--- config.mk ---
export PLATFORM = sky130hd
export DESIGN_NAME = vram_arbiter
export DESIGN_NICKNAME = d
export VERILOG_FILES = /design/src/rtl/vga_pkg.sv /design/src/rtl/rr_arb2.sv /design/src/rtl/vram_arbiter.sv
export SDC_FILE = /design/constraint.sdc
export NUM_CORES = 1
export LEC_CHECK = 0
export BUFFER_PORTS_ARGS = -buffer_cell sky130_fd_sc_hd__buf_2
export CORE_MARGIN = 8
export CORE_UTILIZATION = 30
export DETAILED_ROUTE_END_ITERATION = 6
export HOLD_SLACK_MARGIN = 0.15
export SLEW_MARGIN = 20
export SYNTH_ARGS = -nofsm -noshare
export SYNTH_HDL_FRONTEND = slang
export SYNTH_SLANG_ARGS = --single-unit
--- constraint.sdc ---
create_clock -name clk -period 1.9 [get_ports clk]
set_clock_uncertainty 0.05 [all_clocks]
set_input_delay 0.38 -clock clk [delete_from_list [all_inputs] [get_ports clk]]
set_output_delay 0.38 -clock clk [all_outputs]
set_load 0.01 [all_outputs]
--- src/rtl/vga_pkg.sv ---
// Shared VGA/VRAM definitions: bus widths, tile map geometry, colour byte layout
// and the owner ids that travel down the arbiter pipeline.
package vga_pkg;

    localparam int VRAM_AW     = 11;
    localparam int VRAM_DW     = 8;

    localparam int MAP_COLS    = 40;
    localparam int MAP_ROWS    = 30;
    localparam int MAP_WORDS   = MAP_COLS * MAP_ROWS;

    // 2-2-2 colour byte: bits [7:6] unused
    localparam int COL_FIELD_W = 2;
    localparam int COL_R_LSB   = 4;
    localparam int COL_G_LSB   = 2;
    localparam int COL_B_LSB   = 0;

    typedef enum logic [1:0] {
        PORT_VGA = 2'd0,
        PORT_A   = 2'd1,
        PORT_B   = 2'd2
    } port_id_e;

    typedef struct packed {
        logic     valid;
        logic     we;
        port_id_e id;
    } slot_t;

    function automatic logic slot_owned_by(input slot_t s, input port_id_e p);
        return s.valid && (s.id == p);
    endfunction

endpackage

--- src/rtl/rr_arb2.sv ---
// Two-way round-robin arbiter. Ports that are busy are skipped; after any grant
// the pointer moves to the port that did not win.
module rr_arb2 (
    input  logic       clk,
    input  logic       rst,
    input  logic       en,
    input  logic [1:0] req,
    input  logic [1:0] busy,
    output logic [1:0] gnt
);

    logic       ptr;    // 0 favours port 0, 1 favours port 1
    logic [1:0] elig;

    always_comb begin
        elig = req & ~busy;
        gnt  = 2'b00;
        if (en) begin
            case (elig)
                2'b01:   gnt = 2'b01;
                2'b10:   gnt = 2'b10;
                2'b11:   gnt = ptr ? 2'b10 : 2'b01;
                default: gnt = 2'b00;
            endcase
        end
    end

    always_ff @(posedge clk) begin
        if (rst) begin
            ptr <= 1'b0;
        end else if (|gnt) begin
            ptr <= gnt[0];
        end
    end

endmodule

--- src/rtl/vram_arbiter.sv ---
// Single-port VRAM arbiter: VGA scan-out has absolute priority, game ports A/B
// share the leftover slots round-robin. Fixed 3-cycle request-to-completion latency.
module vram_arbiter
    import vga_pkg::*;
#(
    parameter int AW = VRAM_AW,
    parameter int DW = VRAM_DW
) (
    input  logic          clk,
    input  logic          rst,

    input  logic          vga_req,
    input  logic [AW-1:0] vga_addr,
    output logic          vga_rvalid,
    output logic [DW-1:0] vga_rdata,

    input  logic          a_req,
    input  logic          a_we,
    input  logic [AW-1:0] a_addr,
    input  logic [DW-1:0] a_wdata,
    output logic          a_ack,
    output logic [DW-1:0] a_rdata,

    input  logic          b_req,
    input  logic          b_we,
    input  logic [AW-1:0] b_addr,
    input  logic [DW-1:0] b_wdata,
    output logic          b_ack,
    output logic [DW-1:0] b_rdata,

    output logic          ram_en,
    output logic          ram_we,
    output logic [AW-1:0] ram_addr,
    output logic [DW-1:0] ram_wdata,
    input  logic [DW-1:0] ram_rdata
);

    // Handshake: a game port raises req with we/addr/wdata stable and holds them
    // until the one-cycle ack; ack always lands 3 cycles after the grant cycle.
    // The in-flight flag stays set through the ack cycle, so a req still high in
    // that cycle is not re-granted; a new request wins no earlier than ack+1.

    logic          a_inflight;
    logic          b_inflight;
    logic [1:0]    gnt;

    slot_t         sel;
    logic [AW-1:0] sel_addr;
    logic [DW-1:0] sel_wdata;

    slot_t         s1;     // owner of the slot currently on ram_*
    slot_t         s2;     // owner of the slot whose data is on ram_rdata

    rr_arb2 u_rr (
        .clk  (clk),
        .rst  (rst),
        .en   (!vga_req),
        .req  ({b_req, a_req}),
        .busy ({b_inflight, a_inflight}),
        .gnt  (gnt)
    );

    always_comb begin
        sel       = '{valid: 1'b0, we: 1'b0, id: PORT_VGA};
        sel_addr  = '0;
        sel_wdata = '0;
        if (vga_req) begin
            sel.valid = 1'b1;
            sel.id    = PORT_VGA;
            sel_addr  = vga_addr;
        end else if (gnt[0]) begin
            sel.valid = 1'b1;
            sel.we    = a_we;
            sel.id    = PORT_A;
            sel_addr  = a_addr;
            sel_wdata = a_we ? a_wdata : '0;
        end else if (gnt[1]) begin
            sel.valid = 1'b1;
            sel.we    = b_we;
            sel.id    = PORT_B;
            sel_addr  = b_addr;
            sel_wdata = b_we ? b_wdata : '0;
        end
    end

    always_ff @(posedge clk) begin
        if (rst) begin
            ram_en    <= 1'b0;
            ram_we    <= 1'b0;
            ram_addr  <= '0;
            ram_wdata <= '0;
            s1        <= '0;
            s2        <= '0;
        end else begin
            ram_en    <= sel.valid;
            ram_we    <= sel.valid & sel.we;
            ram_addr  <= sel_addr;
            ram_wdata <= sel_wdata;
            s1        <= sel;
            s2        <= s1;
        end
    end

    // Only the slot owner's rdata register moves; the others keep their last value.
    always_ff @(posedge clk) begin
        if (rst) begin
            vga_rvalid <= 1'b0;
            vga_rdata  <= '0;
            a_ack      <= 1'b0;
            a_rdata    <= '0;
            b_ack      <= 1'b0;
            b_rdata    <= '0;
        end else begin
            vga_rvalid <= slot_owned_by(s2, PORT_VGA);
            a_ack      <= slot_owned_by(s2, PORT_A);
            b_ack      <= slot_owned_by(s2, PORT_B);
            if (slot_owned_by(s2, PORT_VGA)) begin
                vga_rdata <= ram_rdata;
            end
            if (slot_owned_by(s2, PORT_A)) begin
                a_rdata <= s2.we ? '0 : ram_rdata;
            end
            if (slot_owned_by(s2, PORT_B)) begin
                b_rdata <= s2.we ? '0 : ram_rdata;
            end
        end
    end

    always_ff @(posedge clk) begin
        if (rst) begin
            a_inflight <= 1'b0;
            b_inflight <= 1'b0;
        end else begin
            if (gnt[0]) begin
                a_inflight <= 1'b1;
            end else if (a_ack) begin
                a_inflight <= 1'b0;
            end
            if (gnt[1]) begin
                b_inflight <= 1'b1;
            end else if (b_ack) begin
                b_inflight <= 1'b0;
            end
        end
    end

endmodule

* Word-level counts from Yosys, hierarchy flattened
Index checks and enable logic that the tools add are counted.
** Cells by class
- Reduce and logical (&&, ||, !) cells :: 9
- Bitwise gates (word level) :: 3
- Eq/ne operators :: 5
- Mux-type cells :: 19
** Operators with widths (count)
- $mux 8 :: 5
- $mux 11 :: 3
- $mux 4 :: 2
- $eq 2x2->1 const B :: 3
- $mux 1 :: 6
- $pmux 2 s3 :: 1
- $eq 2x1->1 const B :: 2
- $mux 2 :: 2
- $reduce_bool 2->1 :: 2
- $reduce_or 2->1 :: 2
- $logic_and 1x1->1 :: 3
- $reduce_or 3->1 :: 1
- $and 2x2->2 :: 1
- $logic_not 2->1 :: 1
- $not 2->2 :: 1
- $and 1x1->1 :: 1
** Word-level totals
- Word-level logic and storage cells :: 55
- Register bits after elaboration :: 58

* Longest topological paths before layout
- Depth after elaboration :: 9
- Depth in mapped cells :: 6
- Depth with buffers taken out :: 3

* Cells and area by module
Synthesis repeated with hierarchy kept, for this count alone.
** Unflattened totals
- Cell total of the unflattened synthesis :: 244
- Area total of the unflattened synthesis :: 2392.3 um^2
** By module, submodules not included
- vram_arbiter :: seq. area each 1141.1 um^2, area an instance 2311.0 um^2, times used 1, cells each 234
- rr_arb2 :: seq. area each 20.0 um^2, area an instance 81.3 um^2, times used 1, cells each 10

* Worst setup path after synthesis
Ideal clock, no wire load.
- Path kind :: input to register
- Start point :: input port rst
- End point :: register ram_addr[5]
- Data arrival time :: 1.295 ns
- Buffers on the path :: 3
- Stages :: 6
- Setup time :: 0.122 ns
- Setup slack :: 0.433 ns
- Cells stage by stage :: buf_4 -> nor2_2 -> and3_1 -> buf_6 -> buf_6 -> a221o_1
** RTL lines
- start, declared :: RTL line vram_arbiter.sv:10 : input logic rst,
- end signal, assigned :: RTL line vram_arbiter.sv:97 : ram_addr <= sel_addr;
- end, declared :: RTL line vram_arbiter.sv:33 : output logic [AW-1:0] ram_addr,

* Worst setup path in the final report
- Start point :: register b_inflight
- End point :: register ram_wdata[4]
** Between the ends
- Cells in the longest elaborated chain, start to end :: 7
- Elaborated cells between the ends (all ways) :: 9
** RTL lines
- start, declared :: RTL line vram_arbiter.sv:44 : logic b_inflight;
- start signal, assigned :: RTL line vram_arbiter.sv:132 : b_inflight <= 1'b0;
- start signal, assigned :: RTL line vram_arbiter.sv:140 : b_inflight <= 1'b1;
- start signal, assigned :: RTL line vram_arbiter.sv:142 : b_inflight <= 1'b0;
- $not 2->2 (*) :: RTL line rr_arb2.sv:16 : elig = req & ~busy;
- $and 2x2->2 (*) :: RTL line rr_arb2.sv:16
- $eq 2x2->1 / $eq 2x1->1 (equally long branches) :: RTL line rr_arb2.sv:19 : case (elig)
- $pmux 2 s3 (*) :: RTL line rr_arb2.sv:19
- $mux 2 (*) :: RTL line rr_arb2.sv:18 : if (en) begin
- $mux 8 :: RTL line vram_arbiter.sv:77 : end else if (gnt[1]) begin
- $mux 8 (*) :: RTL line vram_arbiter.sv:71 : end else if (gnt[0]) begin
- end signal, assigned :: RTL line vram_arbiter.sv:98 : ram_wdata <= sel_wdata;
- end, declared :: RTL line vram_arbiter.sv:34 : output logic [DW-1:0] ram_wdata,
Mark *: on every way between the ends. The rest lies on a longest branch, timed or not.
A chain may end at the register's enable or synchronous reset.

==> flow_summary.yaml <==
yosys:
  ys_top_cells_by_count: "58 x dfxtp_1, 38 x nand2_1, 20 x a21oi_1"
  ys.flop_type: "dfxtp_1"
  synthMostInstantiatedCell: "dfxtp_1"
  synthMuxAreaShare_pct: 3.74
  synth_fp_nets: 281
  synth_top_area_cell: "dfxtp_1"
  yosys.cell_types.count: 33
  yosys_warnings: 0
  ys_async_sr_fraction_pct: 0
  synthTopCellsByArea: "dfxtp_1 54%, nand2_1 6.7%, a21oi_1 4.7%"
  yosys.area_share.adder_pct: 0
  synth_edf_count: 0
  synth_compound_area_share_pct: 13.9
  syn_avg_cell_area_sq_um: 9.86
  syn_area_sq_um: 2140
  synth_top_family_by_area: "simple AND/OR/NAND/NOR gates"
  synth-simple-area-share_pct: 24.7
  yosysSeqAreaShare_pct: 54.3
  postSynthCellCount: 217
  yosys.area_share.xor_xnor_pct: 0
  yosysTopAreaCellShare_pct: 54.3
  ys_seq_elements: 58
worst_setup_path:
  cp-start-kind: "flip-flop"
  reg2reg_depth: 3
  crit_chain: "nand2b_1 > nor4_2 > a32o_1"
  cp-end-kind: "flip-flop"
  rr_startpoint: "b_inflight"
  path_max_fanout: 8
  crit_buf_inv: 0
  cp_data_required_time_ps: 2120
  path_class: "reg2reg"
  cp_top_family: "simple AND/OR/NAND/NOR gates"
  cp.arrival_ps: 1750
  crit_path_top_delay_cell: "nor4_2"
  max_stage_delay_ps: 630
  rrSetupSlack_ps: 370
  reg2reg_to: "ram_wdata[4]"
final_layout:
  fillCellCount: 703
  fin_nets: 394
  diodes: 0
  final_layout_size_suffix_gt1_share_pct: 40.0
  design_area_sq_um: 2990
  syn_to_final_growth_pct: 39.9
timing:
  fin_crit_ps: 1530
  slew_viol_final: 0
  finalCritPeriodShare_pct: 80.7
  final_hold_viol_count: 0
  worst_pin_slew_ps: 626
  slew-limit-headroom_pct: 57.9
  fin_hold_ws_ps: 214
  setup_viol: 0
  fin_setup_tns_ps: 0
  rsz0062_at_grt: "no"
  max_freq_ghz: 0.653
floorplanning:
  die_h_um: 100
  fp.dieArea_sq_um: 10100
  std_cell_rows: 30
  die_x_um: 100
  start_util_pct: 31.3
  coreArea_sq_um: 6830
  ios: 112
route:
  dr.pass1.iters: 4
  drt-vias-per-instance: 4.53
  drtAntennaViolNets: 0
  first_iter_violations: 41
  vias: 1951
  drc: 0
  totalWireLength_um: 6320
  avgRoutedWirePerCell_um: 14.7
worst_hold_path:
  whs_path_depth: 2
  worstHoldPathType: "in2reg"
  hold_start: "b_wdata[2]"
  hold-path-endpoint: "ram_wdata[2]"
clock_network:
  clock_latency_ps: 320
  clockBufferDepth: 2
  cts_inserted_buffers: 9
  root_buffer: "clkbuf_8"
  htreeDepth: 3
  cts.sinks: 58
  holdBufCountCts: 0
  cts_setup_buffers: 0
  cts-resized-gates: 0
  tritoncts: "yes"
  clkSlewWorstSetupHoldPaths_ps: 60
grt:
  grt_pass1_vias: 2114
  antenna_found_initial: 0
  grt_usage_pct: 13.0
  grt_pass1_wl_um: 10200
  grt_max_degree: 40
  gr-total-overflow: 0
pwr:
  power.total_mw: 2.74
  worst_ir_drop_vdd_uv: 502
  powerDensity_nw_per_um2: 916
  power_leakage_nw: 1.39
job:
  max-cap-violations: 0
place:
  place.gp.congestion: 0.727
  dp_hpwl_um: 4880
  dpl_cell_area_sq_um: 2780
  numPortBuffers: 111
outcome:
  status: "complete, no violations"
## area by class of cell
cell class                 count  area, sq um  area share [%]
tap                           96          120            4.01
clock inverter                 1         30.0            1.00
sequential                    58         1160            38.8
multi-input combinational    145          910            30.4
clock buffer                  15          186            6.23
inverter                       2         7.51           0.251
timing repair buffer         114          578            19.3
## how the worst max path moves through the flow
stage / cells past startpoint / slack, ps / to / startpoint
after floorplan: 6 / 430 / ram_addr[5] / rst
after global placement: 4 / 230 / ram_wdata[1] / vga_req
after detailed placement: 4 / 190 / ram_wdata[3] / vga_req
after CTS: 3 / 360 / ram_wdata[3] / b_inflight
after global routing: 3 / 260 / ram_wdata[1] / b_inflight
final: 3 / 370 / ram_wdata[4] / b_inflight
## registers in the layout, indices dropped and copies added, names as in the netlist
signal      flops
ram_wdata       8
b_rdata         8
b_inflight      1
u_rr.ptr        1
s1              4
a_rdata         8
a_ack           1
ram_addr       11
b_ack           1
ram_we          1
a_inflight      1
vga_rdata       8
vga_rvalid      1
s2              4
## metrics by stage
step	utilization (%)	cells	worst slack (ps)
finish	43.8	431	367
global route	43.8	431	256
CTS	43.8	431	361
detailed placement	40.6	415	192
global placement	40.6	415	234
floorplan	-	217	433
## power by group
| part | internal (mW) | leakage, nW | switching, mW |
|---|---|---|---|
| registers | 1.26 | 0.473 | 0.0199 |
| logic | 0.132 | 0.807 | 0.138 |
| clock network | 0.751 | 0.110 | 0.439 |
| total | 2.15 | 1.39 | 0.597 |
## placed cells by master (no fill, tap or decap), types with 2 or more instances in the layout
cell	count
nand4_1	3
mux2i_1	8
and2_1	9
nor2b_1	15
dfxtp_1	58
a221o_1	9
a31oi_1	3
inv_1	2
buf_2	111
or4b_1	2
nand2b_1	4
o22ai_1	2
nand2_1	38
nor2_1	11
buf_4	3
a32o_1	6
a21oi_1	20
nand3b_1	2
clkbuf_1	2
clkbuf_8	13
nor3b_2	2
and3b_1	2
## per-layer routing
metal	track usage [%]	up-vias	routed length, um
met1	14.1	853	2650
met2	18.7	110	2570
met3	9.88	4	1060
li1	-	984	-
met4	4.88	0	41
met5	0	-	0
## logic make-up (layout without fill, tap and decap cells)
group / count (synthesis) / in the layout
AO/OA/AOI/OAI: 42 / 42
flip-flops: 58 / 58
multiplexers: 8 / 8
AND/OR/NAND/NOR: 95 / 95
buffers and inverters: 14 / 132
Note: power is estimated with default switching activity, not from simulation.
